[src/rtl/dpa_pkg.sv]
// Shared state encoding and default sizing for the dot-product accumulator.
// DPA_SATURATE_EN (see dpa_acc_add) selects saturating rather than wrapping accumulation.
package dpa_pkg;

    localparam logic [1:0] ST_IDLE  = 2'd0;
    localparam logic [1:0] ST_ACCUM = 2'd1;
    localparam logic [1:0] ST_DONE  = 2'd2;

    localparam int N_DEF     = 10;
    localparam int ACC_W_DEF = 2 * N_DEF + 8;
    localparam int LEN_W_DEF = 8;

endpackage

[src/rtl/dpa_acc_add.sv]
// Unsigned ACC_W adder with carry out; with DPA_SATURATE_EN defined the sum clamps to all-ones on carry.
module dpa_acc_add
    import dpa_pkg::*;
#(
    parameter int ACC_W = ACC_W_DEF
) (
    input  logic [ACC_W-1:0] acc,
    input  logic [ACC_W-1:0] prod,
    output logic [ACC_W-1:0] sum,
    output logic             carry
);

    logic [ACC_W:0] full;

    assign full  = {1'b0, acc} + {1'b0, prod};
    assign carry = full[ACC_W];

`ifdef DPA_SATURATE_EN
    // Once clamped, any further non-zero term carries again, so the clamp holds.
    assign sum = carry ? {ACC_W{1'b1}} : full[ACC_W-1:0];
`else
    assign sum = full[ACC_W-1:0];
`endif

endmodule

[src/rtl/dot_product_accumulator.sv]
// Accumulates a programmed number of unsigned multiplier products behind valid/ready handshakes.
// Overflow behaviour (wrap or clamp) is chosen by DPA_SATURATE_EN inside dpa_acc_add.
module dot_product_accumulator
    import dpa_pkg::*;
#(
    parameter int N     = N_DEF,
    parameter int ACC_W = 2 * N + 8,
    parameter int LEN_W = LEN_W_DEF
) (
    input  logic             clk,
    input  logic             rst,
    input  logic             start,
    input  logic [LEN_W-1:0] len,
    input  logic             in_valid,
    output logic             in_ready,
    input  logic [2*N-1:0]   prod,
    output logic             out_valid,
    input  logic             out_ready,
    output logic [ACC_W-1:0] acc_out,
    output logic             overflow,
    output logic             busy
);

    logic [1:0]       state;
    logic [1:0]       state_next;
    logic [LEN_W-1:0] remaining;
    logic             xfer;
    logic [ACC_W-1:0] sum;
    logic             carry;

    assign xfer = in_valid && in_ready;

    dpa_acc_add #(
        .ACC_W(ACC_W)
    ) u_add (
        .acc  (acc_out),
        .prod (ACC_W'(prod)),
        .sum  (sum),
        .carry(carry)
    );

    always_ff @(posedge clk) begin
        if (rst) begin
            state <= ST_IDLE;
        end else begin
            state <= state_next;
        end
    end

    always_comb begin
        state_next = state;
        case (state)
            ST_IDLE: begin
                if (start) begin
                    state_next = (len == '0) ? ST_DONE : ST_ACCUM;
                end
            end
            ST_ACCUM: begin
                if (xfer && remaining == LEN_W'(1)) begin
                    state_next = ST_DONE;
                end
            end
            ST_DONE: begin
                if (out_ready) begin
                    state_next = ST_IDLE;
                end
            end
            default: state_next = ST_IDLE;
        endcase
    end

    always_comb begin
        in_ready  = (state == ST_ACCUM);
        out_valid = (state == ST_DONE);
        busy      = (state == ST_ACCUM) || (state == ST_DONE);
    end

    // Result and counter registers; acc_out holds through DONE and IDLE until the next start.
    always_ff @(posedge clk) begin
        if (rst) begin
            acc_out   <= '0;
            overflow  <= 1'b0;
            remaining <= '0;
        end else begin
            case (state)
                ST_IDLE: begin
                    if (start) begin
                        acc_out   <= '0;
                        overflow  <= 1'b0;
                        remaining <= len;
                    end
                end
                ST_ACCUM: begin
                    if (xfer) begin
                        acc_out   <= sum;
                        overflow  <= overflow | carry;
                        remaining <= remaining - LEN_W'(1);
                    end
                end
                default: ;
            endcase
        end
    end

endmodule

[config.mk]
export PLATFORM = sky130hd
export DESIGN_NAME = dot_product_accumulator
export DESIGN_NICKNAME = d
export VERILOG_FILES = /design/src/rtl/dpa_pkg.sv /design/src/rtl/dpa_acc_add.sv /design/src/rtl/dot_product_accumulator.sv
export SDC_FILE = /design/constraint.sdc
export NUM_CORES = 1
export LEC_CHECK = 0
export ABC_CLOCK_PERIOD_IN_PS = 2640
export BUFFER_PORTS_ARGS = -buffer_cell sky130_fd_sc_hd__buf_2
export CAP_MARGIN = 20
export CORE_UTILIZATION = 34
export CTS_BUF_LIST = sky130_fd_sc_hd__clkbuf_4 sky130_fd_sc_hd__clkbuf_8
export DETAILED_ROUTE_END_ITERATION = 8
export HOLD_SLACK_MARGIN = 0.03
export PLACE_DENSITY = 0.67
export RECOVER_POWER = 50
export SLEW_MARGIN = 20
export SYNTH_ARGS = -nofsm -noshare
export SYNTH_HDL_FRONTEND = slang
export SYNTH_SLANG_ARGS = --single-unit
[constraint.sdc]
create_clock -name clk -period 2.64 [get_ports clk]
set_clock_uncertainty 0.2 [all_clocks]
set_input_delay 0.132 -clock clk [delete_from_list [all_inputs] [get_ports clk]]
set_output_delay 0.132 -clock clk [all_outputs]
set_load 0.01 [all_outputs]
==> results of run 1 <==
worst paths after layout:
check,endpoint,start,slack [ns],cells after the start
worst min-delay path,acc_out[0],rst,0.09,3
worst min register to register,acc_out[13],acc_out[13],0.27,2
worst max register to register,acc_out[27],acc_out[1],0.15,8
worst max-delay path,acc_out[27],acc_out[1],0.15,8
cell type report:
cell class / count / share of cell area
sequential: 39 / 0.227
timing repair buffer: 80 / 0.124
clock inverter: 1 / 0.00874
clock buffer: 6 / 0.0222
tap: 102 / 0.0371
inverter: 8 / 0.00874
multi-input combinational: 297 / 0.572
layer usage:
| layer | vias to the layer above | GRT usage | wire length (microns) |
|---|---|---|---|
| met5 | - | 0 | 0 |
| met2 | 75 | 0.300 | 3590 |
| met3 | 10 | 0.0276 | 359 |
| met1 | 1334 | 0.238 | 3620 |
| met4 | 0 | 0.0513 | 117 |
| li1 | 1454 | - | - |
cell usage in the layout, fill, tap and decap left out, drive strengths merged, types with 10 or more instances in the layout:
master,instances
nand3,17
nand2,44
ha,25
dfxtp,39
a21oi,26
nor2,37
nand2b,10
buf,43
clkbuf,38
nor3,10
xnor2,12
o21ai,24
repair_timing:
action | 4_1_cts | 5_1_grt
resized for setup | 0 | 2
endpoints found under the hold margin | 5 | 0
endpoints found under the setup margin | 0 | 2
hold buffers | 5 | 0
stage by stage:
step	total power [W]	hold slack [ns]	util	setup TNS, ns
2_1_floorplan	0.00173	0.0680	-	0
3_3_place_gp	0.00211	0.200	0.420	0
3_5_place_dp	0.00214	0.216	0.420	0
4_1_cts	0.00265	0.0711	0.440	0
5_1_grt	0.00283	0.0903	0.436	-0.0182
6_report	0.00263	0.0895	0.436	0
synth_stat cells, types with 3 or more instances:
cell type,n,area (sq um)
nand3_1,16,80.1
inv_1,8,30.0
and3_1,8,50.1
o21bai_1,3,22.5
nor3_1,10,50.1
o21ai_1,4,20.0
a22oi_1,4,30.0
a31o_1,3,26.3
nor2_1,37,139
a21oi_1,26,130
xnor2_1,12,105
o21ai_0,18,90.1
a21o_1,7,52.6
ha_1,25,313
dfxtp_1,39,781
a221oi_1,4,35.0
nor2b_1,3,18.8
mux2i_1,3,30.0
nor4_1,3,18.8
xor2_1,7,61.3
nand2_1,44,165
nand4_1,3,18.8
clkbuf_1,10,37.5
nand2b_1,9,56.3
or3_1,5,31.3
a41oi_1,3,26.3
registers in the layout (all words and copies together) (netlist names):
register	count
overflow	1
state	2
acc_out	28
remaining	8
power by group:
group / total [W] / internal (W) / switching, W
Clock: 0.000497 / 0.000287 / 0.000210
Combinational: 0.00134 / 0.000556 / 0.000788
Sequential: 0.000785 / 0.000687 / 0.0000980
Total: 0.00263 / 0.00153 / 0.00110
cell families (layout without fill, tap and decap cells):
kind of cell	after synthesis	count (layout)	share of synthesized area
AND/OR/NAND/NOR	148	148	0.251
AO/OA/AOI/OAI	101	101	0.256
flip-flops	39	39	0.276
adder cells (fa/ha/maj)	26	26	0.118
buffers and inverters	21	95	0.0297
XOR/XNOR	19	19	0.0589
multiplexers	3	3	0.0106
worst min-delay path: cells and delay by family:
kind            cells  cell delay, ns
buf+inv             2            0.33
compound gates      1            0.06
==> summary.md, run 1 <==
| Metric | Value |
|---|---|
| Port Buffers | 64 |
| Async set or reset register ratio after synthesis | 0 |
| CP required | 2.62 ns |
| DR DRC count | 0 |
| Pleak | 1.46 nW |
| Worst-Skew Late Latency | 0.29 ns |
| Crit-path cells | ha_1, a21o_1, and4_1, o21ai_2, o31a_4, o21ai_1, a31oi_1, a41o_1 |
| CTS buffer count | 5 |
| Vias in the first global route | 2,777 |
| # H-tree levels | 2 |
| Multi-input logic area | 1970 sq um |
| CP Class | reg -> reg |
| Area grow syn2layout | 21.6% |
| Post-route minimum period | 2.49 ns |
| I/O pin count | 65 |
| Worst setup margin | 0.148 ns |
| Cells after DPL | 521 |
| Initial DRC count | 142 |
| # nets final | 490 |
| Status | finished, final reports clean |
| Yosys warns | 0 |
| CP delay by family, top | compound AO/OA/AOI/OAI gates |
| Drt via density | 5.39 |
| Synth Register Bits | 39 |
| Critical path buffers and inverters | 0 |
| Number of max-cap violations | 0 |
| Setup bufs post-CTS | 0 |
| PD cells | 764 nW/um^2 |
| Worst-Margin Slew | 0.498 ns |
| CTS Root Cell | clkbuf_8 |
| First-pass GRT wire length | 12.7 mm |
| # rows | 32 |
| Non-filler cells, final | 533 |
| Global Route Usage Sum | 0.179 |
| Chip width | 93.2 microns |
| Number of synthesized flops with an enable pin | 0 |
| VDD IR max | 0.229 mV |
| Final hold violations | 0 |
| Rel. slew slack | 0.666 |
| Largest net degree at the start of global routing | 22 |
| Crit-path slowest cell | dfxtp_1 |
| Final wirelength | 7.68 mm |
| Average wire per cell in the routed design | 14.4 microns |
| Worst setup SP type | flop |
| DPL Wire Length | 5.88 mm |
| F_max | 401 MHz |
| Die area | 8680 sq um |
| Share of cells above drive strength 1 | 0.148 |
| Max Transition Viols Final | 0 |
| Yosys cell types | 59 |
| # setup viols final | 0 |
| Post-Syn Area | 2830 sq um |
| CP Data Arrival Time | 2.48 ns |
| Final GP Congestion | 0.904 |
| Antenna-violating nets left | 0 |
| Starting Density | 0.358 |
| Vias | 2,873 |
| Period utilization | 0.944 |
| Crit Path Max Fanout | 5 |
| Primary FF master, synth | dfxtp_1 |
| Placed instance area | 3310 sq um |
| # clock sinks | 39 |
| Router iterations before antenna repair | 5 |
| Final instance area | 3440 sq um |
| CTS clock-pin slew for the worst setup and hold paths | 0.08 ns |
| CP Capture Type | flop |
| Pre-CTS setup slack | 0.161 ns |
| Initial antenna violation count | 0 |
| Core Region | 7890 sq um |
| Fill cells | 816 |
| Sequential share of the synthesized area | 0.276 |
| TritonCTS clock tree | yes |
| Register area | 781 sq um |
| HP Class | in -> reg |
| Chip height | 93.2 microns |
| Syn_nets | 416 |
| Gate count after technology mapping | 357 |
| Max stage delay on crit path | 0.37 ns |
| GR Overflow Total | 0 |
| Avg Cell Area, Syn | 7.91 sq um |
| Max Root-Sink Buffers | 2 |
| Ant. Diodes | 0 |
Power figures use the tool's default switching activity.
==> run 2, diff against run 1 <==
- PLACE_DENSITY: 0.67 -> 0.66
- SYNTH_HIERARCHICAL: default -> 1
==> summary.md, run 2 <==
| Metric | Value |
|---|---|
| Ant. Diodes | 0 |
| Die area | 10,000 sq um |
| Core Region | 9280 sq um |
| Net Sw Power | 0.00153 W |
| Proportion of netlist area held by the largest area contributor | 0.239 |
| Top cell type by total area after synthesis | dfxtp_1 |
| Number of max-cap violations | 0 |
| F_max | 372 MHz |
| Max FFs per register | 28 |
| # nets final | 583 |
| Area grow syn2layout | 24.1% |
| Seq pwr share | 0.263 |
| Worst reg2reg path startpoint | acc_out[0] |
| Rel. slew slack | 0.610 |
| Final GP Congestion | 0.939 |
| Gate count after technology mapping | 435 |
| CP required | 2.68 ns |
| Number of synthesized flops with an enable pin | 0 |
| Starting Density | 0.352 |
| GRT met1 Usage | 0.247 |
| Worst setup path start | acc_out[0] |
| Max Root-Sink Buffers | 2 |
| CTS Root Cell | clkbuf_8 |
| Final instance area | 4060 sq um |
| Period utilization | 1.02 |
| Fill cells | 978 |
| # clock sinks | 39 |
| Largest net degree at the start of global routing | 41 |
| GR Overflow Total | 0 |
| CP Class | reg -> reg |
| Vias | 3,512 |
| Crit Path Max Fanout | 3 |
| DR DRC count | 0 |
| Net Sw Frac | 0.470 |
| VDD IR max | 0.692 mV |
| CP Data Arrival Time | 2.72 ns |
| Average wire per cell in the routed design | 14.1 microns |
| Share of cells above drive strength 1 | 0.182 |
| Pleak | 1.66 nW |
| CP Capture Type | flop |
| Router iterations before antenna repair | 5 |
| Global Route Usage Sum | 0.182 |
| Initial DRC count | 137 |
| Top-count cell post-synth | a21oi_1 |
| PD cells | 800 nW/um^2 |
| Final hold violations | 0 |
| Synth Register Bits | 39 |
| Setup slack, reg-to-reg | -0.04 ns |
| TritonCTS clock tree | yes |
| Chip width | 100 microns |
| Yosys cell types | 56 |
| Max Transition Viols Final | 0 |
| Top cells by count, synth | 68 x a21oi_1, 57 x nand2_1, 39 x dfxtp_1 |
| Avg Cell Area, Syn | 7.52 sq um |
| Worst hold slack | 0.0411 ns |
| Sequential share of the synthesized area | 0.239 |
| Worst-Margin Slew | 0.581 ns |
| # setup viols final | 2 |
| End of the critical path | acc_out[22] |
| RSZ-0062 raised after global routing | true |
| CTS clock-pin slew for the worst setup and hold paths | 0.09 ns |
| Post-Syn Area | 3270 sq um |
| Vias in the first global route | 3,215 |
| Worst setup SP type | flop |
| Internal power | 0.00172 W |
| Commonest non-fill, non-tap cell in the layout | a21oi_1 |
| GR Layer Usage met2 | 0.304 |
| Reg2reg end | acc_out[22] |
| Most frequent cells in the layout | 65 x a21oi_1, 56 x nand2_1, 38 x dfxtp_1 |
| # H-tree levels | 2 |
| First-pass GRT wire length | 15.0 mm |
| Primary FF master, synth | dfxtp_1 |
| Drt via density | 5.44 |
| Combinational share of power | 0.575 |
| Final wirelength | 9.13 mm |
| Largest regs | acc_out x28, remaining x8, state x2 |
| Final core occ | 0.437 |
| Top post-synthesis cells by area | dfxtp_1 24%, ha_1 13%, a21oi_1 10%, nand2_1 6.5%, nand3_1 5.4% |
| Status | complete, but fails checks |
| # rows | 35 |
| Antenna-violating nets left | 0 |
| Placed instance area | 3790 sq um |
| I/O pin count | 65 |
| Largest Register | acc_out |
| Hold Crit Start | len[4] |
| CTS buffer count | 5 |
| Worst setup margin | -0.0448 ns |
| Clock network power share | 0.162 |
| Violated checks | negative setup slack |
| DPL Wire Length | 6.72 mm |
| Pre-CTS setup slack | -0.103 ns |
| Chip height | 100 microns |
| Cells on worst reg2reg path | 10 |
| Yosys warns | 6 |
| HP Class | in -> reg |
| Busiest grt layer | met2 |
| Worst-Skew Late Latency | 0.30 ns |
| Post-route minimum period | 2.68 ns |
| Port Buffers | 64 |
| Initial antenna violation count | 0 |
| Async set or reset register ratio after synthesis | 0 |
| GR Util met3 | 0.0327 |
[run 2: worst max-delay path, cell delays in order, from the launching register on]
cell and delay [ns]:
dfxtp_2 0.34, ha_4 0.16, fa_2 0.34, a21o_1 0.19
a221o_1 0.39, a32oi_2 0.26, nand4_4 0.15, a31oi_2 0.22
xnor2_1 0.13, nand3_1 0.10, a21oi_2 0.14
[run 2: how the worst min path moves through the flow]
| stage | endpoint | slack (ns) | depth (start not counted) |
|---|---|---|---|
| 3_3_place_gp | acc_out[2] | 0.26 | 2 |
| 4_1_cts | remaining[2] | 0.03 | 4 |
| 2_1_floorplan | remaining[3] | 0.12 | 3 |
| 5_1_grt | state[1] | 0.03 | 4 |
| 6_report | state[1] | 0.04 | 4 |
| 3_5_place_dp | acc_out[20] | 0.26 | 2 |
[run 2: layer usage]
metal	vias up	wire, microns	part of all wire
met5	-	0	0
li1	1735	-	-
met2	137	4210	0.46
met3	6	567	0.062
met1	1634	4310	0.47
met4	0	45	0.0049
[run 2: cell type report]
| cell class | count | area (sq um) | area share |
|---|---|---|---|
| clock buffers | 5 | 68.8 | 0.0170 |
| well taps | 129 | 161 | 0.0398 |
| repair buffers | 90 | 504 | 0.124 |
| flip-flops and latches | 39 | 782 | 0.193 |
| multi-input cells | 369 | 2460 | 0.605 |
| clock inverters | 3 | 43.8 | 0.0108 |
| inverters | 11 | 41.3 | 0.0102 |
[run 2: cells by family (layout without fill, tap and decap cells)]
logic type      count (synthesis)  after routing  synth area share
buf+inv                        34            109            0.0497
fa+ha+maj                      34             34             0.132
other cells                     1              8           0.00115
xor+xnor                       24             24            0.0643
simple gates                  153            153             0.219
compound gates                149            149             0.290
flops                          39             39             0.239
mux                             1              1           0.00459
[run 2: power by group through the flow]
stage	Combinational (W)	Clock [W]	Sequential, W
finish	0.00187	0.000526	0.000852
global route	0.00207	0.000573	0.000873
CTS	0.00183	0.000544	0.000849
detailed placement	0.00181	0	0.000859
global placement	0.00178	0	0.000850
floorplan	0.00138	0	0.000869
[run 2: what timing repair did]
action                                  4_1_cts  5_1_grt
pin swaps                                    11       21
endpoints found under the setup margin        7       14
resized for setup                             3       19
hold endpoints to repair                      6        1
hold buffers                                  7        1
setup buffers                                 0        1
[run 2: through the flow]
| step | setup TNS (ns) | power [W] | cells |
|---|---|---|---|
| 6_report | -0.0836 | 0.00325 | 646 |
| 5_1_grt | -0.595 | 0.00352 | 646 |
| 4_1_cts | -0.113 | 0.00322 | 644 |
| 3_5_place_dp | -0.233 | 0.00267 | 629 |
| 3_3_place_gp | -0.0302 | 0.00263 | 629 |
| 2_1_floorplan | 0 | 0.00225 | 442 |
